<file path="config.mk">
export PLATFORM = sky130hd
export DESIGN_NAME = gon_bus
export DESIGN_NICKNAME = d
export VERILOG_FILES = /design/src/rtl/gon_bus.sv
export SDC_FILE = /design/constraint.sdc
export NUM_CORES = 1
export LEC_CHECK = 0
export CAP_MARGIN = 20
export CORE_AREA = 2 2 202 204
export CTS_BUF_LIST = sky130_fd_sc_hd__clkbuf_4 sky130_fd_sc_hd__clkbuf_8
export DETAILED_ROUTE_END_ITERATION = 8
export DIE_AREA = 0 0 204 206
export REMOVE_ABC_BUFFERS = 1
export SETUP_SLACK_MARGIN = 0.05
export SLEW_MARGIN = 20
export SYNTH_ARGS = -nofsm -noshare
export SYNTH_HDL_FRONTEND = slang
export SYNTH_SLANG_ARGS = --single-unit
</file>
<file path="constraint.sdc">
create_clock -name clk -period 2.8 [get_ports clk]
set_clock_uncertainty 0.15 [all_clocks]
set_input_delay 0.28 -clock clk [delete_from_list [all_inputs] [get_ports clk]]
set_output_delay 0.28 -clock clk [all_outputs]
set_load 0.01 [all_outputs]
</file>
<file path="src/rtl/gon_bus.sv">
// Gather bus: returns one value per tag from the lowest-indexed PE slave whose scanned ID
// matches and whose data is valid. Slave IDs are loaded through a serial scan chain.
module gon_bus #(
  parameter int unsigned SLAVE_NUMS = 14,
  parameter int unsigned ID_LEN     = 4,
  parameter int unsigned VALUE_LEN  = 32
) (
  input  logic                              clk,
  input  logic                              rst,
  input  logic                              set_id,
  input  logic [ID_LEN-1:0]                 id_scan_in,
  output logic [ID_LEN-1:0]                 id_scan_out,
  input  logic                              tag_valid,
  input  logic [ID_LEN-1:0]                 tag_in,
  output logic                              tag_ready,
  input  logic [SLAVE_NUMS*(VALUE_LEN+1)-1:0] slave_enable_data,
  output logic [SLAVE_NUMS-1:0]             slave_ready,
  output logic                              out_valid,
  output logic [VALUE_LEN-1:0]              out_value,
  input  logic                              out_ready
);

  localparam int unsigned SlotW = VALUE_LEN + 1;

  localparam logic [1:0] StIdle   = 2'd0;
  localparam logic [1:0] StSearch = 2'd1;
  localparam logic [1:0] StSend   = 2'd2;

  logic [ID_LEN-1:0]    id_q [SLAVE_NUMS];
  logic [1:0]           state_q, state_d;
  logic [ID_LEN-1:0]    tag_q, tag_d;
  logic [VALUE_LEN-1:0] out_value_q, out_value_d;
  logic                 out_valid_q, out_valid_d;

  logic [SLAVE_NUMS-1:0] match;
  logic [SLAVE_NUMS-1:0] sel_onehot;
  logic [VALUE_LEN-1:0]  sel_data;
  logic                  hit;

  // Scan chain shifts regardless of FSM state.
  always_ff @(posedge clk or negedge rst) begin
    if (!rst) begin
      for (int k = 0; k < int'(SLAVE_NUMS); k++) begin
        id_q[k] <= '0;
      end
    end else if (set_id) begin
      id_q[0] <= id_scan_in;
      for (int k = 1; k < int'(SLAVE_NUMS); k++) begin
        id_q[k] <= id_q[k-1];
      end
    end
  end

  assign id_scan_out = id_q[SLAVE_NUMS-1];

  always_comb begin
    match = '0;
    for (int k = 0; k < int'(SLAVE_NUMS); k++) begin
      match[k] = (id_q[k] == tag_q) && slave_enable_data[k*SlotW + VALUE_LEN] && !set_id;
    end
  end

  // Lowest matching index wins so duplicate IDs drain in slave order.
  always_comb begin
    hit        = 1'b0;
    sel_onehot = '0;
    sel_data   = '0;
    for (int k = 0; k < int'(SLAVE_NUMS); k++) begin
      if (match[k] && !hit) begin
        hit           = 1'b1;
        sel_onehot[k] = 1'b1;
        sel_data      = slave_enable_data[k*SlotW +: VALUE_LEN];
      end
    end
  end

  assign tag_ready   = rst && (state_q == StIdle) && !set_id;
  assign slave_ready = (rst && (state_q == StSearch) && hit) ? sel_onehot : '0;
  assign out_valid   = out_valid_q;
  assign out_value   = out_value_q;

  always_comb begin
    state_d     = state_q;
    tag_d       = tag_q;
    out_value_d = out_value_q;
    out_valid_d = out_valid_q;
    case (state_q)
      StIdle: begin
        if (tag_valid && tag_ready) begin
          tag_d   = tag_in;
          state_d = StSearch;
        end
      end
      StSearch: begin
        if (hit) begin
          out_value_d = sel_data;
          out_valid_d = 1'b1;
          state_d     = StSend;
        end
      end
      StSend: begin
        if (out_ready) begin
          out_valid_d = 1'b0;
          state_d     = StIdle;
        end
      end
      default: begin
        out_valid_d = 1'b0;
        state_d     = StIdle;
      end
    endcase
  end

  always_ff @(posedge clk or negedge rst) begin
    if (!rst) begin
      state_q     <= StIdle;
      tag_q       <= '0;
      out_value_q <= '0;
      out_valid_q <= 1'b0;
    end else begin
      state_q     <= state_d;
      tag_q       <= tag_d;
      out_value_q <= out_value_d;
      out_valid_q <= out_valid_d;
    end
  end

endmodule

</file>
==> flow_summary.toml <==
[global_routing]
grt_pass1_wl_um = 79400
antenna_found_initial = 17
grt_max_degree = 38
grtUsageTotal = 0.262
grt_pass1_vias = 11663
overflow = 0

[drt]
firstDrtPassIters = 8
first_iter_violations = 1058
via_per_inst = 5.22
drc = 0
drt_wl_total_um = 58000
routedWlPerCell_um = 26.5
num_vias = 11432
antenna_left = 0

[logic_synthesis]
synth_most_common_cell = "dfrtp_1"
syn_area_um2 = 7670
ys_warn_count = 0
synth_flop_cell = "dfrtp_1"
syn_inst = 882
synth_largest_area_cell = "dfrtp_1"
ys_seq_area_frac = 0.310
synthTopCellsByArea = "dfrtp_1 31%, mux2_2 7.6%, nand2_1 4.1%, a22oi_1 3.9%, a222oi_1 3.8%"
synth_cell_types = 73
yosysTopAreaCellShare = 0.310
synth-seq-cells = 95
synth_edf_count = 0
synth_common_cells = "95 x dfrtp_1, 84 x nand2_1, 54 x o21ai_0, 52 x mux2_2, 43 x clkbuf_1"
async_flop_share = 1.00
syn_avg_cell_area_um2 = 8.69

[cts]
cts_sinks = 95
htreeDepth = 3
clk_latency_ns = 0.40
cts.clk_slew.worst_paths_ns = 0.12
cts_tree = "done"
numCtsBuffers = 9
cts.path.max_buffers = 2
cts-root-buf = "clkbuf_8"

[worst_setup_path]
worstReg2RegEnd = "out_value[1]"
required_ns = 2.37
cp_cell_sequence = "buf_6 -> buf_4 -> xor2_2 -> nor3_2 -> nand4_1 -> buf_4 -> and4_4 -> nand3_2 -> o311a_4 -> buf_6 -> and3_4 -> buf_6"
slowest_delay_ns = 0.49
cp_max_fo = 5
r2r_cells = 14
slowest_stage = "dfrtp_2"
cp-end-kind = "output pin"
critPathLaunch = "tag_q[0]"
crit_type = "reg2out"
rrSetupSlack_ns = -0.49
arrival_ns = 2.89
r2r-start = "tag_q[1]"
crit_top_cell = "buf_6"
crit_path_start_kind = "register"

[floorplanning]
ioPinCount = 527
start_util = 0.191
die_h_um = 206
die_w_um = 204
core-area_um2 = 40200
dieArea_um2 = 42000
rows = 74

[sta]
drv_slew = 0
finalCritPeriodShare = 1.18
rsz0062_at_grt = "yes"
setup_viol = 48
hold_ws_ns = 0.141
relSlewSlack = 0.604
finalSetupTns_ns = -18.25
clock.fmax_mhz = 301
period_minus_slack_ns = 3.32
tightest_slew_ns = 0.592
finalHoldViolCount = 0
setup_ws_ns = -0.518

[place]
portBuffers = 526
dp_hpwl_um = 45400
dp_slack_ns = -0.820
placed_cell_area_um2 = 15100
place_inst = 2079
place_congestion = 0.978

[finish]
design_area_um2 = 17200
nets = 2110
area_growth_pct = 124
final_layout_size_suffix_gt1_frac = 0.324
utilization = 0.428
fin_cells = 2189

[power_and_ir_drop]
power.leakage_nw = 6.93
vdd_drop_max_mv = 0.329
p_per_area_nw_per_um2 = 660
power_mw = 11.3

[run_status]
violations = "setup timing"
status = "finished, violations left"

[worst_hold_path]
min_path_type = "in2async"

[run]
cap_violations = 0
[what timing repair did]
action	CTS	global route
pin swaps	59	73
gates resized for setup	226	98
cloned	5	1
hold buffers	1	0
setup endpoints to repair	47	49
buffers inserted	57	18
endpoints found under the hold margin	50	0
[per-layer routing]
| layer | global-route usage | part of all wire |
|---|---|---|
| met4 | 0.114 | 0.046 |
| met5 | 0 | 0.00043 |
| met3 | 0.0506 | 0.080 |
| met1 | 0.323 | 0.39 |
| met2 | 0.447 | 0.48 |
[logic make-up after synthesis]
family                    after synthesis  share of synthesized area
AOI/OAI and AO/OA                     329                      0.318
xor gates and xnor gates               35                     0.0400
buffers and inverters                 109                     0.0654
and+or+nand+nor                       261                      0.189
muxes                                  53                     0.0777
DFF                                    95                      0.310
[layout make-up]
cell class,count,area (um2)
Clock inverter,6,65.1
Fill cell,3898,23000
Multi-Input combinational cell,678,5660
Inverter,28,118
Timing Repair Buffer,823,8110
Clock buffer,10,131
Antenna cell,17,42.5
Sequential cell,95,2380
Tap cell,532,666
[cell usage in the layout, fill, tap and decap left out, types with 12 or more instances in the layout]
cell type / n
nor2_1: 26
a221o_1: 24
dfrtp_1: 92
o22ai_1: 16
a21oi_1: 32
a22oi_1: 37
o21ai_0: 27
xor2_1: 21
nor2_4: 12
nand2_1: 79
buf_12: 27
a22o_1: 13
diode_2: 17
o21ai_1: 21
mux2_2: 51
buf_6: 57
clkdlybuf4s50_1: 510
or3_1: 12
a222oi_1: 29
buf_4: 218
a31oi_1: 24
inv_1: 24
nand3_1: 25
[worst max path at each step]
stage                      to
6_report       slave_ready[9]
5_1_grt        slave_ready[9]
4_1_cts        slave_ready[9]
3_5_place_dp    out_value[22]
3_3_place_gp   slave_ready[7]
2_1_floorplan    out_value[1]
[sequential cells by signal (all words and copies together) (netlist names)]
| register | flops |
|---|---|
| id_scan_out | 4 |
| state_q | 2 |
| tag_q | 4 |
| out_value | 32 |
| id_q | 52 |
| out_valid | 1 |
[worst max-delay path: cells and delay by family (launching register included)]
family | cells | cell delay (ns)
AO/OA/AOI/OAI | 1 | 0.44
buffers and inverters | 5 | 0.69
XOR/XNOR | 1 | 0.19
AND/OR/NAND/NOR | 5 | 0.65
flip-flops | 1 | 0.49
[where the power goes]
group	total (mW)	internal [mW]	switching, mW
sequential	2.40	1.91	0.486
clock	1.00	0.361	0.640
combinational	7.95	4.33	3.62
No activity file was read; power rests on OpenSTA's default activity.
